<file path="src/rtl/video_source_mux.sv">
// video_source_mux
//   Registered N-way RGB source selector for the clk_rgb domain. A new source
//   is committed only on a frame boundary, which is the inactive-to-active edge
//   of vs_in. After the commit, the output can be forced to black for
//   BLANK_FRAMES whole frames. Mono (1-bit) sources are expanded to full-scale
//   white or black. Timing signals travel through the same 2-stage pipeline as
//   the colour, so sync and DE stay aligned with it.
//
// Ports
//   clk_rgb               pixel clock
//   rst                   asynchronous active-high reset
//   ce                    clock enable; when low, every register holds
//   sel                   requested source, synchronous to clk_rgb
//   src_r/src_g/src_b     packed colour of all sources; source i sits at
//                         [i*COLOR_WIDTH +: COLOR_WIDTH]
//   hs_in/vs_in/de_in     timing aligned with src_*
//   r/g/b                 output colour, 2 cycles after the inputs
//   hs/vs/de              timing delayed by 2 cycles, otherwise unmodified
//   active_sel            currently committed source
//   switching             high while black-out frames are in progress
module video_source_mux #(
    parameter int                     NUM_SOURCES   = 8,
    parameter int                     COLOR_WIDTH   = 8,
    parameter int                     SEL_WIDTH     = 4,
    parameter int                     BLANK_FRAMES  = 2,
    parameter logic                   SYNC_POLARITY = 1'b0,
    parameter logic [NUM_SOURCES-1:0] MONO_MASK     = '0
) (
    input  logic                               clk_rgb,
    input  logic                               rst,
    input  logic                               ce,
    input  logic [SEL_WIDTH-1:0]               sel,
    input  logic [NUM_SOURCES*COLOR_WIDTH-1:0] src_r,
    input  logic [NUM_SOURCES*COLOR_WIDTH-1:0] src_g,
    input  logic [NUM_SOURCES*COLOR_WIDTH-1:0] src_b,
    input  logic                               hs_in,
    input  logic                               vs_in,
    input  logic                               de_in,
    output logic [COLOR_WIDTH-1:0]             r,
    output logic [COLOR_WIDTH-1:0]             g,
    output logic [COLOR_WIDTH-1:0]             b,
    output logic                               hs,
    output logic                               vs,
    output logic                               de,
    output logic [SEL_WIDTH-1:0]               active_sel,
    output logic                               switching
);

    localparam int CNT_W = (BLANK_FRAMES > 0) ? $clog2(BLANK_FRAMES + 1) : 1;
    localparam logic [CNT_W-1:0] CNT_RELOAD = CNT_W'(BLANK_FRAMES);
    localparam logic [CNT_W-1:0] CNT_ONE    = CNT_W'(1);

    typedef enum logic {
        ST_SHOW  = 1'b0,
        ST_BLANK = 1'b1
    } state_t;

    // Frame-level control
    state_t                 state_q, state_d;
    logic [CNT_W-1:0]       blank_cnt_q, blank_cnt_d;
    logic [SEL_WIDTH-1:0]   active_sel_q, active_sel_d;
    logic                   vs_prev_q;
    logic                   fb;

    // Pipeline stage 1
    logic                   hs1_q, vs1_q, de1_q;
    logic                   hs1_d, vs1_d, de1_d;
    logic [COLOR_WIDTH-1:0] r1_q, g1_q, b1_q;
    logic [COLOR_WIDTH-1:0] r1_d, g1_d, b1_d;

    // Pipeline stage 2 (outputs)
    logic                   hs2_q, vs2_q, de2_q;
    logic [COLOR_WIDTH-1:0] r2_q, g2_q, b2_q;
    logic [COLOR_WIDTH-1:0] r2_d, g2_d, b2_d;

    // An edge is only seen when ce is high, because vs_prev_q is sampled
    // only on ce cycles.
    assign fb = ce && (vs_prev_q != SYNC_POLARITY) && (vs_in == SYNC_POLARITY);

    // Next-state logic, evaluated only on frame boundaries
    always_comb begin
        state_d      = state_q;
        blank_cnt_d  = blank_cnt_q;
        active_sel_d = active_sel_q;
        if (fb) begin
            case (state_q)
                ST_SHOW: begin
                    if (sel != active_sel_q) begin
                        active_sel_d = sel;
                        if (BLANK_FRAMES > 0) begin
                            state_d     = ST_BLANK;
                            blank_cnt_d = CNT_RELOAD;
                        end
                    end
                end
                ST_BLANK: begin
                    if (sel != active_sel_q) begin
                        // A request that arrives mid-blank restarts the black-out.
                        active_sel_d = sel;
                        blank_cnt_d  = CNT_RELOAD;
                    end else begin
                        blank_cnt_d = blank_cnt_q - CNT_ONE;
                        if (blank_cnt_q == CNT_ONE) begin
                            state_d = ST_SHOW;
                        end
                    end
                end
                default: begin
                    state_d     = ST_SHOW;
                    blank_cnt_d = '0;
                end
            endcase
        end
    end

    always_ff @(posedge clk_rgb or posedge rst) begin
        if (rst) begin
            state_q      <= ST_SHOW;
            blank_cnt_q  <= '0;
            active_sel_q <= '0;
            vs_prev_q    <= ~SYNC_POLARITY;
        end else if (ce) begin
            state_q      <= state_d;
            blank_cnt_q  <= blank_cnt_d;
            active_sel_q <= active_sel_d;
            vs_prev_q    <= vs_in;
        end
    end

    // Stage 1: select the colour of the committed source. A selection that is
    // out of range matches no source, so it yields black.
    always_comb begin
        hs1_d = hs_in;
        vs1_d = vs_in;
        de1_d = de_in;
        r1_d  = '0;
        g1_d  = '0;
        b1_d  = '0;
        for (int unsigned i = 0; i < NUM_SOURCES; i++) begin
            if (active_sel_q == SEL_WIDTH'(i)) begin
                if (MONO_MASK[i]) begin
                    r1_d = {COLOR_WIDTH{src_r[i*COLOR_WIDTH]}};
                    g1_d = {COLOR_WIDTH{src_r[i*COLOR_WIDTH]}};
                    b1_d = {COLOR_WIDTH{src_r[i*COLOR_WIDTH]}};
                end else begin
                    r1_d = src_r[i*COLOR_WIDTH +: COLOR_WIDTH];
                    g1_d = src_g[i*COLOR_WIDTH +: COLOR_WIDTH];
                    b1_d = src_b[i*COLOR_WIDTH +: COLOR_WIDTH];
                end
            end
        end
    end

    // Stage 2: black outside the active area and during the black-out frames
    always_comb begin
        r2_d = '0;
        g2_d = '0;
        b2_d = '0;
        if (de1_q && (state_q == ST_SHOW)) begin
            r2_d = r1_q;
            g2_d = g1_q;
            b2_d = b1_q;
        end
    end

    always_ff @(posedge clk_rgb or posedge rst) begin
        if (rst) begin
            hs1_q <= ~SYNC_POLARITY;
            vs1_q <= ~SYNC_POLARITY;
            de1_q <= 1'b0;
            r1_q  <= '0;
            g1_q  <= '0;
            b1_q  <= '0;
            hs2_q <= ~SYNC_POLARITY;
            vs2_q <= ~SYNC_POLARITY;
            de2_q <= 1'b0;
            r2_q  <= '0;
            g2_q  <= '0;
            b2_q  <= '0;
        end else if (ce) begin
            hs1_q <= hs1_d;
            vs1_q <= vs1_d;
            de1_q <= de1_d;
            r1_q  <= r1_d;
            g1_q  <= g1_d;
            b1_q  <= b1_d;
            hs2_q <= hs1_q;
            vs2_q <= vs1_q;
            de2_q <= de1_q;
            r2_q  <= r2_d;
            g2_q  <= g2_d;
            b2_q  <= b2_d;
        end
    end

    assign r          = r2_q;
    assign g          = g2_q;
    assign b          = b2_q;
    assign hs         = hs2_q;
    assign vs         = vs2_q;
    assign de         = de2_q;
    assign active_sel = active_sel_q;
    assign switching  = (state_q == ST_BLANK);

endmodule

</file>
<file path="config.mk">
export PLATFORM = sky130hd
export DESIGN_NAME = video_source_mux
export DESIGN_NICKNAME = d
export VERILOG_FILES = /design/src/rtl/video_source_mux.sv
export SDC_FILE = /design/constraint.sdc
export NUM_CORES = 1
export LEC_CHECK = 0
export ABC_AREA = 1
export CORE_MARGIN = 2
export CORE_UTILIZATION = 35
export CTS_CLUSTER_DIAMETER = 60
export DETAILED_ROUTE_END_ITERATION = 8
export PLACE_DENSITY_LB_ADDON = 0.12
export SYNTH_ARGS = -nofsm -noshare
export SYNTH_HDL_FRONTEND = slang
export SYNTH_SLANG_ARGS = --single-unit
export TNS_END_PERCENT = 10
</file>
<file path="constraint.sdc">
create_clock -name clk_rgb -period 3.8 [get_ports clk_rgb]
set_input_delay 0.57 -clock clk_rgb [delete_from_list [all_inputs] [get_ports clk_rgb]]
set_output_delay 0.57 -clock clk_rgb [all_outputs]
set_load 0.02 [all_outputs]
</file>
==> results.cfg, run 1 <==
[status]
status = completed

[clock_network]
cts_hold_buffers = 0
cts-resized-gates = 0
cts-htree-levels = 3
cts_tree = yes
numCtsBuffers = 9
worstSkewPairLatency_ns = 0.32
clkTransAtPathRegs_ns = 0.06
cts_root_buf = clkbuf_16
clock_sinks = 61
clockBufferDepth = 2
cts_setup_buffers = 0

[worst_setup_path]
startpoint_type = flip-flop
critPathMaxStageDelay_ns = 0.82
criticalPathCategory = reg2out
crit_chain = clkdlybuf4s50_1
cp_max_fo = 27
worst_ep_required_time_ns = 3.23
crit_arrival_ns = 1.89
crit_slowest_cell = dfrtp_1
cp_num_buf_inv = 1
end_kind = primary output
path_delay_family = flip-flops

[pwr]
p_per_area_mw_per_mm2 = 424
power_leakage_nw = 2.98
ir_worst_vdd_mv = 0.306

[layout]
fin_nets = 1028
area_delta_synth_final_pct = 63.5
drive_above_1_share = 0.0506
antennaDiodeCount = 0
n_fill_cell = 1082

[grt]
grt_pass1_wl_um = 25000
grt_max_degree = 57
antenna_found_initial = 0
grt_overflow = 0
grt_pass1_vias = 4712
grt_usage = 0.250

[sta]
setup_ws_ns = 1.34
fmax_ghz = 0.406
period_share = 0.648
min_period_ns = 2.46
finalMaxSlewViolations = 0
hold_viol_final = 0
worst_pin_slew_ns = 1.13
finClkSkew_ns = 0.00464
setup_viol = 0
tns_ns = 0
grt_setup_unrepaired = false
slew_headroom = 0.248

[die]
ioPinCount = 234
rows = 39
dieArea_mm2 = 0.0127
die_h_um = 113
initial_utilization = 0.360
core_area_mm2 = 0.0115
die_w_um = 113

[yosys]
synth_warnings = 0
syn_avg_cell_area_um2 = 6.66
syn_area_mm2 = 0.00413
synthTopCellsByCount = nand2_1 (164), nand3_1 (120), nor2_1 (58)
yosysTopAreaCell = dfrtp_1
postSynthCellCount = 620
yosys-top-cells-area = dfrtp_1 (35%), nand2_1 (15%), nand3_1 (15%)
syn_nets = 823
synth_top_area_share = 0.345
synth-seq-area-share = 0.371
ys_ff_latch = 61
ys.flop_type = dfrtp_1
yosysUniqueCellTypes = 24
yosysMostFrequentCell = nand2_1
synth_edf_count = 0
async_reset_ff_frac = 1.00

[routing]
dr.pass1.iters = 5
wl_per_cell_um = 16.6
routed_via_density = 5.10
ant_nets = 0
drt_iter0_drc = 389
drcViolationCount = 0
num_vias = 4967
wirelength_um = 16200

[placement]
dp_hpwl_um = 12500
pre_cts_slack_ns = 1.48
numPortBuffers = 233
gp_congestion = 0.900

[flow_run]
max-cap-violations = 0

[hold_path]
hp-class = reg2reg
==> cell families after synthesis <==
group,synth area share
AND/OR/NAND/NOR,0.413
buffers and inverters,0.107
AO/OA/AOI/OAI,0.0933
flip-flops,0.371
XOR/XNOR,0.0106
multiplexers,0.00273
adder cells (fa/ha/maj),0.00303
==> sequential cells by signal, indices dropped and copies added (netlist names), 2 cells and up <==
| register | flops |
|---|---|
| b1_q | 8 |
| r | 8 |
| g | 8 |
| active_sel | 4 |
| b | 8 |
| r1_q | 8 |
| blank_cnt_q | 2 |
| g1_q | 8 |
==> final timing paths <==
check	start	end	slack, ns	cells after the start
worst max register to register	active_sel[2]$_DFFE_PP0P_	r1_q[3]$_DFFE_PP0P_	1.46	7
worst min-delay path	de$_DFFE_PP0P_	de$_DFFE_PP0P_	0.47	2
max in group asynchronous	rst	blank_cnt_q[0]$_DFFE_PP0P_	2.16	3
min in group asynchronous	rst	g[2]$_DFFE_PP0P_	0.84	2
worst max-delay path	switching$_DFFE_PP0P_	switching	1.34	1
worst min register to register	de$_DFFE_PP0P_	de$_DFFE_PP0P_	0.47	2
==> layout make-up <==
type                       count  area (um^2)  share of cell area
timing repair buffer         237         2360               0.349
multi-input combinational    461         2160               0.320
sequential                    61         1530               0.227
clock buffer                   9          225              0.0333
inverter                      55          206              0.0306
tap                          143          179              0.0265
clock inverter                 7         97.6              0.0144
==> power by group <==
part | internal (W) | switching, W
sequential | 0.000798 | 0.000148
combinational | 0.000453 | 0.000582
clock | 0.000576 | 0.000306
==> metrics by stage <==
step | hold WS, ns | util | total power, W | instances | cell area [um^2]
finish | 0.470 | 0.589 | 0.00286 | 973 | 6760
detailed placement | 0.458 | 0.561 | 0.00198 | 957 | 6430
global route | 0.501 | 0.589 | 0.00305 | 973 | 6760
global placement | 0.456 | 0.561 | 0.00196 | 957 | 6430
floorplan | 0.449 | - | 0.00156 | 620 | 4130
CTS | 0.480 | 0.589 | 0.00287 | 973 | 6760
==> layer usage <==
layer,vias to the layer above,part of all wire,track usage
met1,2282,0.44,0.343
met5,-,0,0
met3,33,0.066,0.0432
met2,214,0.47,0.392
li1,2438,-,-
met4,0,0.029,0.102
==> cells in the final DEF (no fill, tap or decap), drive strengths merged <==
cell and n:
xor2 5, mux2 1, nor2 63, dfstp 4
clkdlybuf4s50 232, dfrtp 57, o21ai 52, nand4 24
nand2 165, buf 5, bufinv 2, a21oi 25
ha 1, nand3 121, clkinv 2, clkbuf 9
inv 56, nor3 4, clkinvlp 2
(Power assumes the default switching activity.)
==> run 2, diff against run 1 <==
Clock period 3.8 ns to 2.55 ns, I/O delays scaled along.
==> run 2 against run 1 <==
Compared with the run above:
- clock skew up 0.0018 ns
- clock power is 37% higher
- sequential share of layout area fell by 0.25 points
- cell area up 1.1%
- total power rose by 48%
- wire length shrank 0.26%
- critical path depth is 6 higher
- die area stayed put
- non-clock buffer count rose by 8
- flip-flop and latch count unchanged
- critical endpoint is now g1_q[7]$_DFFE_PP0P_
- largest power group unchanged
- highest routed layer unchanged
==> results.cfg, run 2 (synthesis results as in run 1) <==
[status]
status = completed

[worst_setup_path]
r2r_cells = 7
crit_start = active_sel[0]$_DFFE_PP0P_
crit_slowest_cell = nor3_4
reg2reg_setup_slack_ns = 0.47
end_kind = flip-flop
startpoint_type = flip-flop
cpMostUsedCell = nand2_1
critPathMaxStageDelay_ns = 0.66
r2r-start = active_sel[0]$_DFFE_PP0P_
criticalPathCategory = reg2reg
worst_ep_required_time_ns = 2.81
cp_max_fo = 17
crit_arrival_ns = 2.35
crit_chain = inv_2, nor3_4, buf_4, nand2_1, nand4_1, nand2_1, nand2_1

[clock_network]
cts_root_buf = clkbuf_16
numCtsBuffers = 9
cts_setup_buffers = 0
clkTransAtPathRegs_ns = 0.06
worstSkewPairLatency_ns = 0.33
cts-htree-levels = 3
clockBufferDepth = 2
clock_sinks = 61
cts_tree = yes
cts-resized-gates = 0
cts_hold_buffers = 0

[layout]
register_area_mm2 = 0.00153
final_util = 0.596
fin_nets = 1036
final_area_mm2 = 0.00683
drive_above_1_share = 0.0597
final_common_cell = clkdlybuf4s50_1
layout_common_cells = clkdlybuf4s50_1 (232), nand2_1 (164), nand3_1 (120), nor2_1 (58), dfrtp_1 (57)
n_fill_cell = 1075
area_delta_synth_final_pct = 65.3
antennaDiodeCount = 0
multi_input_area_mm2 = 0.00216

[die]
die_w_um = 113
dieArea_mm2 = 0.0127
die_h_um = 113
initial_utilization = 0.360
rows = 39
core_area_mm2 = 0.0115
ioPinCount = 234

[routing]
ant_nets = 0
routed_via_density = 5.00
drcViolationCount = 0
wirelength_um = 16100
wl_per_cell_um = 16.5
drt_iter0_drc = 505
num_vias = 4909
dr.pass1.iters = 5

[grt]
grt_pass1_vias = 4894
grt_pass1_wl_um = 25300
antenna_found_initial = 0
grt_overflow = 0
grt_max_degree = 73
grt_usage = 0.253

[pwr]
ir_worst_vdd_mv = 0.578
p_per_area_mw_per_mm2 = 619
power_leakage_nw = 3.03

[hold_path]
hp-class = in2async

[placement]
placed_cell_area_mm2 = 0.00653
numPortBuffers = 233
dp_hpwl_um = 12700
gp_congestion = 0.916

[sta]
finalMaxSlewViolations = 0
setup_viol = 0
finClkSkew_ns = 0.00649
period_share = 0.817
grt_setup_unrepaired = false
worst_pin_slew_ns = 0.980
hold_viol_final = 0
slew_headroom = 0.346
tns_ns = 0
fmax_ghz = 0.480
min_period_ns = 2.08

[flow_run]
max-cap-violations = 0
==> run 2: area by class of cell <==
cell class / instances / area share
tap: 143 / 0.0262
clock inverter: 7 / 0.0110
inverter: 55 / 0.0302
timing repair buffer: 245 / 0.359
multi-input combinational: 461 / 0.316
clock buffer: 9 / 0.0330
sequential: 61 / 0.224
==> run 2: routing by layer <==
| metal | routed length (um) | up-vias | track usage |
|---|---|---|---|
| met1 | 6770 | 2193 | 0.331 |
| li1 | - | 2462 | - |
| met4 | 490 | 0 | 0.100 |
| met5 | 0 | - | 0 |
| met2 | 7740 | 218 | 0.415 |
| met3 | 1140 | 36 | 0.0475 |
==> run 2: power breakdown <==
group | internal, W | switching [W] | total [W]
sequential | 0.00119 | 0.000183 | 0.00137
clock | 0.000760 | 0.000446 | 0.00121
combinational | 0.000717 | 0.000934 | 0.00165
total | 0.00267 | 0.00156 | 0.00423
==> run 2: worst max-delay path: cells and delay by family (launching register included) <==
family | cells | cell delay [ns]
buffers and inverters | 2 | 0.40
DFF | 1 | 0.62
and+or+nand+nor | 5 | 1.00
==> run 2: per-stage QoR <==
stage	hold slack, ns	setup slack, ns	power [W]	instances
after floorplan	0.449	0.661	0.00232	620
after global placement	0.456	0.478	0.00302	965
after detailed placement	0.467	0.446	0.00303	965
after CTS	0.301	0.438	0.00425	981
after global routing	0.311	0.284	0.00452	981
final	0.303	0.466	0.00423	981
==> run 2: path summary, 6_finish.rpt <==
| check | end |
|---|---|
| max | g1_q[7]$_DFFE_PP0P_ |
| max reg2reg | g1_q[7]$_DFFE_PP0P_ |
| min reg2reg | r[0]$_DFFE_PP0P_ |
| min | g[3]$_DFFE_PP0P_ |
| max in group asynchronous | b1_q[4]$_DFFE_PP0P_ |
| min in group clk_rgb | r[0]$_DFFE_PP0P_ |
==> run 3, diff against run 2 <==
Clock period 2.55 ns to 1.86 ns, I/O delays scaled along.
==> run 3 against run 2 <==
Compared with the run above:
- cell area rose by 1.1%
- hold slack got worse by 0.064 ns
- final cell count up 1.1%
- die area unchanged
- global-route usage is 0.58 points higher
- critical path type is now reg2out
- highest routed layer unchanged
- setup slack got worse by 0.41 ns
- total power grew 38%
- critical path depth down 6
==> results.cfg, run 3 (synthesis results as in run 1) <==
[pwr]
ir_worst_vdd_mv = 0.610
power_leakage_nw = 3.07
p_per_area_mw_per_mm2 = 847

[sta]
finalMaxSlewViolations = 0
tns_ns = 0
period_share = 0.972
hold_ws_ns = 0.239
setup_ws_ns = 0.0526
finClkSkew_ns = 0.00925
worst_pin_slew_ns = 0.564
slew_headroom = 0.624
fmax_ghz = 0.553
min_period_ns = 1.81
hold_viol_final = 0
setup_viol = 0

[clock_network]
cts_setup_buffers = 0
clock_sinks = 61
worstSkewPairLatency_ns = 0.33
cts_hold_buffers = 0
cts_tree = yes
numCtsBuffers = 9
cts-htree-levels = 3
clockBufferDepth = 2
cts_root_buf = clkbuf_16
clkTransAtPathRegs_ns = 0.06

[routing]
dr.pass1.iters = 5
drcViolationCount = 0
drt_iter0_drc = 442
routed_via_density = 5.04
ant_nets = 0
wirelength_um = 16400
num_vias = 4995
wl_per_cell_um = 16.6

[worst_setup_path]
end_kind = primary output
cp_max_fo = 5
path_delay_family = buffers and inverters
crit_slowest_cell = clkdlybuf4s50_1
critPathMaxStageDelay_ns = 0.68
worst_ep_required_time_ns = 1.58
crit_chain = clkdlybuf4s50_1
crit_arrival_ns = 1.53
startpoint_type = flip-flop
cp_num_buf_inv = 1
r2r_cells = 8
criticalPathCategory = reg2out
cp.depth = 1

[die]
rows = 39
die_w_um = 113
die_h_um = 113
initial_utilization = 0.360
ioPinCount = 234
core_area_mm2 = 0.0115
dieArea_mm2 = 0.0127

[layout]
register_area_mm2 = 0.00153
final_common_cell = clkdlybuf4s50_1
multi_input_area_mm2 = 0.00218
drive_above_1_share = 0.0730
final_area_mm2 = 0.00691
fin_nets = 1047
n_fill_cell = 1097
area_delta_synth_final_pct = 67.2
antennaDiodeCount = 0
layout_common_cells = clkdlybuf4s50_1 (231), nand2_1 (164), nand3_1 (120), nor2_1 (58), dfrtp_1 (55)

[placement]
placed_cell_area_mm2 = 0.00659
numPortBuffers = 233
pre_cts_slack_ns = -0.0564
gp_congestion = 0.970
dp_hpwl_um = 13000

[hold_path]
hp-class = in2async

[flow_run]
max-cap-violations = 0

[grt]
grt_max_degree = 73
grt_pass1_vias = 4819
antenna_found_initial = 0
grt_pass1_wl_um = 25700
grt_overflow = 0
grt_usage = 0.259

[status]
status = completed
## run 3: worst paths after layout
check | startpoint | to | slack (ns)
max | active_sel[2]$_DFFE_PP0P_ | active_sel[2] | 0.05
max reg2reg | active_sel[1]$_DFFE_PP0P_ | b1_q[6]$_DFFE_PP0P_ | 0.14
min | rst | b[2]$_DFFE_PP0P_ | 0.24
min in group clk_rgb | de$_DFFE_PP0P_ | de$_DFFE_PP0P_ | 0.47
min reg2reg | de$_DFFE_PP0P_ | de$_DFFE_PP0P_ | 0.47
max in group asynchronous | rst | g[4]$_DFFE_PP0P_ | 1.14
## run 3: timing repair
| item | in CTS | in global routing |
|---|---|---|
| endpoints found under the setup margin | 17 | 5 |
| pin swaps | 0 | 1 |
| gates cloned | 0 | 1 |
| gates resized for setup | 4 | 2 |
## run 3: stage by stage
| step | power, W | utilization | cells |
|---|---|---|---|
| finish | 0.00585 | 0.602 | 992 |
| global route | 0.00624 | 0.602 | 992 |
| CTS | 0.00587 | 0.602 | 991 |
| detailed placement | 0.00418 | 0.575 | 975 |
| global placement | 0.00414 | 0.575 | 975 |
| floorplan | 0.00318 | - | 620 |
## run 3: power breakdown
group / switching, W / internal [W] / leakage [nW]
clock network: 0.000613 / 0.00104 / 0.139
logic: 0.00132 / 0.00102 / 2.15
registers: 0.000225 / 0.00163 / 0.783
total: 0.00216 / 0.00369 / 3.07
## run 3: area by class of cell
type / instances / area share
clock buffers: 10 / 0.0331
inverters: 55 / 0.0299
flip-flops and latches: 61 / 0.222
multi-input cells: 462 / 0.316
repair buffers: 255 / 0.364
well taps: 143 / 0.0259
clock inverters: 6 / 0.00924
## run 3: layer usage
metal	global-route usage	vias up	wire, um
li1	-	2480	-
met1	0.364	2301	7240
met2	0.413	197	7920
met3	0.0427	17	1030
met4	0.0740	0	247
met5	0	-	0
